File: src/rtl/regfiletmp_commit_pkg.sv
// ============================================================================
// Module   : regfiletmp_commit_pkg
// Brief    : Shared temp-file entry layout, type encodings and sizing.
// Revision : 1.0
// ============================================================================
`default_nettype none

package regfiletmp_commit_pkg;

    localparam int c_depth   = 32;
    localparam int c_aw      = 5;
    localparam int c_entry_w = 73;

    localparam int c_rd_msb         = 72;
    localparam int c_rd_lsb         = 68;
    localparam int c_pc_msb         = 67;
    localparam int c_pc_lsb         = 36;
    localparam int c_type_msb       = 35;
    localparam int c_type_lsb       = 34;
    localparam int c_spec_data_msb  = 33;
    localparam int c_spec_data_lsb  = 2;
    localparam int c_spec_valid_bit = 1;
    localparam int c_valid_bit      = 0;

    localparam logic [1:0] c_type_alu    = 2'b00;
    localparam logic [1:0] c_type_load   = 2'b01;
    localparam logic [1:0] c_type_store  = 2'b10;
    localparam logic [1:0] c_type_branch = 2'b11;

    typedef enum logic [0:0] {
        ST_NORMAL  = 1'b0,
        ST_FLUSHED = 1'b1
    } state_t;

    // Only register-producing instructions with a non-zero destination update the ARF.
    function automatic logic writes_arf(input logic [1:0] typ, input logic [4:0] rd);
        logic produces;
        case (typ)
            c_type_alu, c_type_load:     produces = 1'b1;
            c_type_store, c_type_branch: produces = 1'b0;
            default:                     produces = 1'b0;
        endcase
        return produces && (rd != 5'd0);
    endfunction

endpackage

`default_nettype wire

File: src/rtl/regfiletmp_commit_ring_ptr.sv
// ============================================================================
// Module   : regfiletmp_commit_ring_ptr
// Brief    : AW-bit wrapping pointer with synchronous clear and increment.
// Revision : 1.0
// ============================================================================
`default_nettype none

module regfiletmp_commit_ring_ptr #(
    parameter int AW = 5
) (
    input  logic          clock,
    input  logic          reset,
    input  logic          clear,
    input  logic          inc,
    output logic [AW-1:0] ptr
);

    logic [AW-1:0] r_ptr;

    always_ff @(posedge clock or posedge reset) begin
        if (reset) begin
            r_ptr <= '0;
        end else if (clear) begin
            r_ptr <= '0;
        end else if (inc) begin
            r_ptr <= r_ptr + 1'b1;
        end
    end

    assign ptr = r_ptr;

endmodule

`default_nettype wire

File: src/rtl/regfiletmp_commit.sv
// ============================================================================
// Module   : regfiletmp_commit
// Brief    : In-order tag allocation and retirement for the temp register file.
// Revision : 1.0
// ============================================================================
`default_nettype none

module regfiletmp_commit
    import regfiletmp_commit_pkg::*;
#(
    parameter int DEPTH = c_depth,
    parameter int AW    = c_aw
) (
    input  logic                 clock,
    input  logic                 reset,
    input  logic                 flush,
    input  logic                 alloc_req,
    output logic                 alloc_gnt,
    output logic [AW-1:0]        alloc_tag,
    output logic                 full,
    output logic                 empty,
    output logic [AW-1:0]        head_addr,
    input  logic [c_entry_w-1:0] head_data,
    input  logic                 commit_stall,
    output logic                 commit_valid,
    output logic [31:0]          commit_pc,
    output logic [1:0]           commit_type,
    output logic                 arf_we,
    output logic [4:0]           arf_waddr,
    output logic [31:0]          arf_wdata
);

    localparam logic [AW:0] c_full_count = DEPTH[AW:0];
    localparam logic [AW:0] c_one        = {{AW{1'b0}}, 1'b1};

    state_t        r_state;
    logic [AW:0]   r_count;
    logic [AW-1:0] w_head;
    logic [AW-1:0] w_tail;
    logic          w_normal;
    logic          w_full;
    logic          w_empty;
    logic          w_gnt;
    logic          w_rdy;

    logic          r_commit_valid;
    logic [31:0]   r_commit_pc;
    logic [1:0]    r_commit_type;
    logic          r_arf_we;
    logic [4:0]    r_arf_waddr;
    logic [31:0]   r_arf_wdata;

    logic [4:0]    w_rd;
    logic [31:0]   w_pc;
    logic [1:0]    w_type;
    logic [31:0]   w_spec_data;

    assign w_rd        = head_data[c_rd_msb:c_rd_lsb];
    assign w_pc        = head_data[c_pc_msb:c_pc_lsb];
    assign w_type      = head_data[c_type_msb:c_type_lsb];
    assign w_spec_data = head_data[c_spec_data_msb:c_spec_data_lsb];

    assign w_normal = (r_state == ST_NORMAL);
    assign w_full   = (r_count == c_full_count);
    assign w_empty  = (r_count == '0);

    // Full is judged on the registered count, so a slot freed this cycle is grantable next cycle.
    assign w_gnt = alloc_req && !w_full && w_normal && !flush;
    assign w_rdy = !w_empty && head_data[c_valid_bit] && head_data[c_spec_valid_bit]
                   && !commit_stall && w_normal && !flush;

    regfiletmp_commit_ring_ptr #(.AW(AW)) u_head_ptr (
        .clock (clock),
        .reset (reset),
        .clear (flush),
        .inc   (w_rdy),
        .ptr   (w_head)
    );

    regfiletmp_commit_ring_ptr #(.AW(AW)) u_tail_ptr (
        .clock (clock),
        .reset (reset),
        .clear (flush),
        .inc   (w_gnt),
        .ptr   (w_tail)
    );

    always_ff @(posedge clock or posedge reset) begin
        if (reset) begin
            r_state        <= ST_NORMAL;
            r_count        <= '0;
            r_commit_valid <= 1'b0;
            r_commit_pc    <= '0;
            r_commit_type  <= '0;
            r_arf_we       <= 1'b0;
            r_arf_waddr    <= '0;
            r_arf_wdata    <= '0;
        end else begin
            r_commit_valid <= w_rdy;
            r_arf_we       <= w_rdy && writes_arf(w_type, w_rd);
            if (w_rdy) begin
                r_commit_pc   <= w_pc;
                r_commit_type <= w_type;
                r_arf_waddr   <= w_rd;
                r_arf_wdata   <= w_spec_data;
            end

            // Flush wins over grant and commit; FLUSHED always lasts a single cycle.
            if (flush) begin
                r_state <= ST_FLUSHED;
                r_count <= '0;
            end else begin
                r_state <= ST_NORMAL;
                if (w_gnt && !w_rdy) begin
                    r_count <= r_count + c_one;
                end else if (!w_gnt && w_rdy) begin
                    r_count <= r_count - c_one;
                end
            end
        end
    end

    assign alloc_gnt    = w_gnt;
    assign alloc_tag    = w_tail;
    assign head_addr    = w_head;
    assign full         = w_full;
    assign empty        = w_empty;
    assign commit_valid = r_commit_valid;
    assign commit_pc    = r_commit_pc;
    assign commit_type  = r_commit_type;
    assign arf_we       = r_arf_we;
    assign arf_waddr    = r_arf_waddr;
    assign arf_wdata    = r_arf_wdata;

endmodule

`default_nettype wire
File: config.mk
export PLATFORM = sky130hd
export DESIGN_NAME = regfiletmp_commit
export DESIGN_NICKNAME = d
export VERILOG_FILES = /design/src/rtl/regfiletmp_commit_pkg.sv /design/src/rtl/regfiletmp_commit_ring_ptr.sv /design/src/rtl/regfiletmp_commit.sv
export SDC_FILE = /design/constraint.sdc
export NUM_CORES = 1
export LEC_CHECK = 0
export CORE_MARGIN = 2
export CORE_UTILIZATION = 30
export DETAILED_ROUTE_END_ITERATION = 12
export DONT_BUFFER_PORTS = 1
export PLACE_DENSITY = 0.44
export SYNTH_ARGS = -nofsm -noshare
export SYNTH_HDL_FRONTEND = slang
export SYNTH_HIERARCHICAL = 1
export SYNTH_SLANG_ARGS = --single-unit
File: constraint.sdc
create_clock -name clock -period 5.2 [get_ports clock]
set_clock_uncertainty 0.2 [all_clocks]
set_input_delay 1.04 -clock clock [delete_from_list [all_inputs] [get_ports clock]]
set_output_delay 1.04 -clock clock [all_outputs]
set_load 0.02 [all_outputs]
* After elaboration in Yosys (flattened, before gate mapping)
Index checks and enable logic that the tools add are counted.
** Storage, ports and cells
- Register bits after elaboration :: 90
- Bits of input ports :: 78
- Output and inout bits :: 86
** Cells by class
- Bitwise logic cells :: 1
- Multiplexer cells :: 9
- $add $sub $neg :: 4
- Reductions and logical operators :: 26
- Equal/unequal tests :: 4
** Operator list (number)
- $mux W5 :: 4
- $mux W6 :: 3
- $logic_and A1 B1 Y1 :: 12
- $add A5 B1 Y5 const B :: 2
- $add A6 B1 Y6 const B :: 1
- $eq A6 B6 Y1 const B :: 1
- $logic_not A1 Y1 :: 6
- $logic_not A6 Y1 :: 1
- $sub A6 B1 Y6 const B :: 1
- $reduce_bool A5 Y1 :: 1
- $eq A2 B2 Y1 const B :: 2
- $reduce_bool A2 Y1 :: 2
- $reduce_or A2 Y1 :: 2
- $reduce_bool A3 Y1 :: 1
- $eq A2 B1 Y1 const B :: 1
- $logic_not A2 Y1 :: 1
- $pmux W1 S2 :: 1
- $mux W1 :: 1
- $not A1 Y1 :: 1

* Depth between registers and ports, before layout
- Depth in word-level cells :: 11
- Depth in mapped cells :: 10
- Mapped depth without buffers :: 10

* Hierarchy
Netlist, hierarchy kept.
** Modules (own cells, without submodules)
- regfiletmp_commit :: instances 1, sequential area each 2001.9 um2, cells an instance 359, area an instance 3254.4 um2
- regfiletmp_commit_ring_ptr :: instances 2, sequential area each 125.1 um2, cells an instance 23, area an instance 270.3 um2

* Least setup slack after synthesis
No wires, ideal clock.
- Path type :: input to register
- Start :: input head_data[1]
- End :: register r_count[5]
- Buffers on the path :: 0
- Cell stages on the path :: 9
- Arrival :: 3.102 ns
- Library setup time :: 0.079 ns
- Required time :: 4.921 ns
- Path slack :: 1.819 ns
- Cell sequence :: nor2b_1 -> o311a_1 -> or4_4 -> ha_1 -> a211oi_1 -> o21bai_1 -> a21oi_1 -> mux2i_4 -> mux2i_1
** Between the ends
- Cells in the longest elaborated chain, start to end :: 8
- Elaborated cells between the ends (all ways) :: 10
** Ends and longest elaborated chain
- from (decl) :: RTL line regfiletmp_commit.sv:23 : input logic [c_entry_w-1:0] head_data,
- $logic_and A1 B1 Y1 * :: RTL line regfiletmp_commit.sv:69 : assign w_rdy = !w_empty && head_data[c_valid_bit] && head_data[c_spec_valid_bit]
- $logic_and A1 B1 Y1 * (3 in a row) :: RTL line regfiletmp_commit.sv:70 : && !commit_stall && w_normal && !flush;
- $logic_not A1 Y1 :: RTL line regfiletmp_commit.sv:114 : if (w_gnt && !w_rdy) begin
- $logic_and A1 B1 Y1 :: RTL line regfiletmp_commit.sv:114
- $mux W6 :: RTL line regfiletmp_commit.sv:114
- $mux W6 :: RTL line regfiletmp_commit.sv:109 : if (flush) begin
- to (signal assigned) :: RTL line regfiletmp_commit.sv:115 : r_count <= r_count + c_one;
- to (signal assigned) :: RTL line regfiletmp_commit.sv:117 : r_count <= r_count - c_one;
- to (decl) :: RTL line regfiletmp_commit.sv:37 : logic [AW:0] r_count;
Mark *: on every way between the ends. The rest lies on a longest branch, timed or not.
A chain may end at the register's enable or synchronous reset.

* Final worst setup path
- Start :: register r_count[1]
- End :: register r_count[5]
** Between the ends
- Cells in the longest elaborated chain, start to end :: 11
- Elaborated cells between the ends (all ways) :: 22
** Ends and longest elaborated chain
- branches (longest 11 deep; another with $sub A6 B1 Y6)
Several ways; the timed one is not identified. The select of a mux whose other input is x is not followed.

==> flow_summary.ini <==
[outcome]
outcome = finished, final reports clean

[grt]
grt_overflow_total = 0
grt_usage_pct = 13.04
antenna_found_initial = 0
grt_max_degree = 73
grt_pass1_wl_um = 13530
grt_pass1_vias = 2664

[final_layout]
num_antenna_cells = 0
final_net_count = 489
final_util_pct = 34.29
final_common_cell = nand2_1
syn2layout_area_growth_pct = 12.63
drive_above_1_share_pct = 7.824
layout_common_cells = 214 x nand2_1, 90 x dfrtp_1, 11 x nor2_1, 9 x clkbuf_16, 7 x mux2i_1
multi_input_comb_area_sq_um = 1431
seq_area_sq_um = 2252
n_fill_cell = 1312
stdcell_count = 581

[routing]
vias = 2614
drt_iter0_drc = 127
drt-wirelength-per-cell_um = 14.77
dr.pass1.iters = 4
wl_um = 8583
drc = 0
drtAntennaViolNets = 0
viasPerCell = 4.499

[place]
port-buffer-count = 0
dp_hpwl_um = 5876
place_congestion = 0.7561
dp_cells = 565

[worst_setup_path]
start_kind = flop
crit_chain = or4_4 -> o311a_1 -> or4_4 -> ha_1 -> a211oi_1 -> o21bai_1 -> a21oi_1 -> mux2i_4 -> mux2i_1
cpPeakStageDelay_ps = 570
worstRegToRegCells = 9
required_ps = 5260
cp_common_cell = or4_4
critPathBufInv = 0
critPathSlowestCell = or4_4
worstSetupPathType = reg2reg
crit_family = simple AND/OR/NAND/NOR gates
crit_path_end_kind = flop
worst-path-stages = 9
cp.arrival_ps = 3680
path_max_fanout = 6

[pwr]
leakagePower_uw = 0.002258
power_uw = 2411
p_per_area_nw_per_um2 = 564.1
ir_drop_mv = 0.2523

[synth]
yosys.area.top_type_share_pct = 59.35
synth_fp_nets = 490
synth_area_leaders = dfrtp_1 59%, nand2_1 21%, ha_1 2.0%
yosysTopAreaCell = dfrtp_1
ys.warnings.count = 6
synth-seq-cells = 90
netlist_instances = 405
synth_area_sq_um = 3795
avgSynthCellArea_sq_um = 9.370
ys_seq_area_share_pct = 59.35
synth_cell_type_count = 32

[sta]
hold_viol_final = 0
post-route-min-period_ps = 3619
rsz0062_at_grt = no
tns_ps = 0
setup_viol = 0
maxSlewViolCount = 0
slew_headroom_pct = 47.99
fmax_ghz = 0.2763
final.period_utilization_pct = 69.59
tightest_slew_ps = 780.1

[clock_network]
clk_pin_slew_ps = 70
cts.repair.resized = 0
numCtsBuffers = 9
cts_setup_buffers = 0
clockBufferDepth = 2
h-tree-depth = 3
clockRootBuffer = clkbuf_16
cts.sinks = 90
clock_latency_ps = 330
holdBufCountCts = 0
cts_tree = done

[floorplanning]
ios = 164
die_w_um = 116.5
coreArea_sq_um = 12470
die_area_sq_um = 13570
num_rows = 41
initial_core_util_pct = 30.44
die_height_um = 116.5

[worst_hold_path]
worstHoldPathType = in2async

[flow_run]
maxCapViolCount = 0
[where the power goes]
part | switching, uW | internal (uW) | total (uW)
Sequential | 483 | 942 | 1420
Clock | 272 | 400 | 673
Combinational | 182 | 132 | 314
Total | 937 | 1470 | 2410
[path summary, 6_finish.rpt]
path | from | slack, ps | endpoint
min reg2reg | r_count[5] | 350 | r_count[5]
min in group clock | r_count[5] | 350 | r_count[5]
min | reset | 290 | u_head_ptr/ptr[0]
max | r_count[1] | 1580 | r_count[5]
max reg2reg | r_count[1] | 1580 | r_count[5]
max in group asynchronous | reset | 3330 | commit_pc[25]
[flip-flops by register name, indices dropped and copies added, names as in the netlist]
register	count
commit_pc	32
commit_valid	1
u_head_ptr/ptr	5
u_tail_ptr/ptr	5
r_count	6
r_state	1
arf_we	1
arf_wdata	32
arf_waddr	5
commit_type	2
[Yosys cell counts]
library cell / count
inv_1: 7
nor2b_1: 5
a21o_1: 2
nand3_1: 1
o21ai_0: 2
clkbuf_1: 7
nand3b_1: 2
a21bo_1: 2
nor3_1: 3
o311a_1: 1
nand2_1: 215
buf_6: 2
a21oi_1: 6
a311oi_1: 1
nor2_1: 11
nand4_2: 2
xor2_1: 3
or4_1: 1
ha_1: 6
fa_1: 1
nand2b_1: 6
o21bai_1: 1
or4_4: 2
mux2_4: 4
dfrtp_1: 90
a211oi_1: 1
xnor2_1: 3
mux2i_4: 1
inv_2: 1
nand4_1: 2
mux2i_1: 7
buf_2: 7
[final cells by class]
type | count | area share, %
clock buffers | 11 | 5.913
clock inverters | 5 | 1.434
inverters | 8 | 0.7318
multi-input cells | 291 | 33.49
flip-flops and latches | 90 | 52.69
well taps | 172 | 5.035
repair buffers | 4 | 0.7026
[cell families (layout without fill, tap and decap cells)]
kind of cell | Yosys count | in the layout | synth area share (%)
AO/OA/AOI/OAI | 16 | 16 | 2.869
XOR/XNOR | 6 | 6 | 1.385
adder cells (fa/ha/maj) | 7 | 7 | 2.506
buffers and inverters | 24 | 28 | 3.000
flip-flops | 90 | 90 | 59.35
multiplexers | 12 | 12 | 4.023
AND/OR/NAND/NOR | 250 | 250 | 26.87
[worst reg2reg max path: stages (launching register included)]
cell	delay, ps
dfrtp_1	420
or4_4	570
o311a_1	370
or4_4	500
ha_1	330
a211oi_1	280
o21bai_1	120
a21oi_1	280
mux2i_4	280
mux2i_1	200
[per-layer routing]
| layer | vias to the layer above | GRT usage, % | routed length [um] |
|---|---|---|---|
| li1 | 1264 | - | - |
| met1 | 1231 | 15.97 | 3677 |
| met2 | 109 | 20.19 | 3839 |
| met3 | 10 | 6.227 | 960 |
| met4 | 0 | 4.524 | 106 |
| met5 | - | 0 | 0 |
[per-stage QoR]
step	hold slack, ps	cell area [sq um]	worst slack, ps
after floorplan	296.0	3795	1819
after global placement	332.1	3960	1684
after detailed placement	350.6	3960	1560
after CTS	283.1	4274	1549
after global routing	284.7	4274	1390
final	293.7	4274	1581
Power figures use the tool's default switching activity.
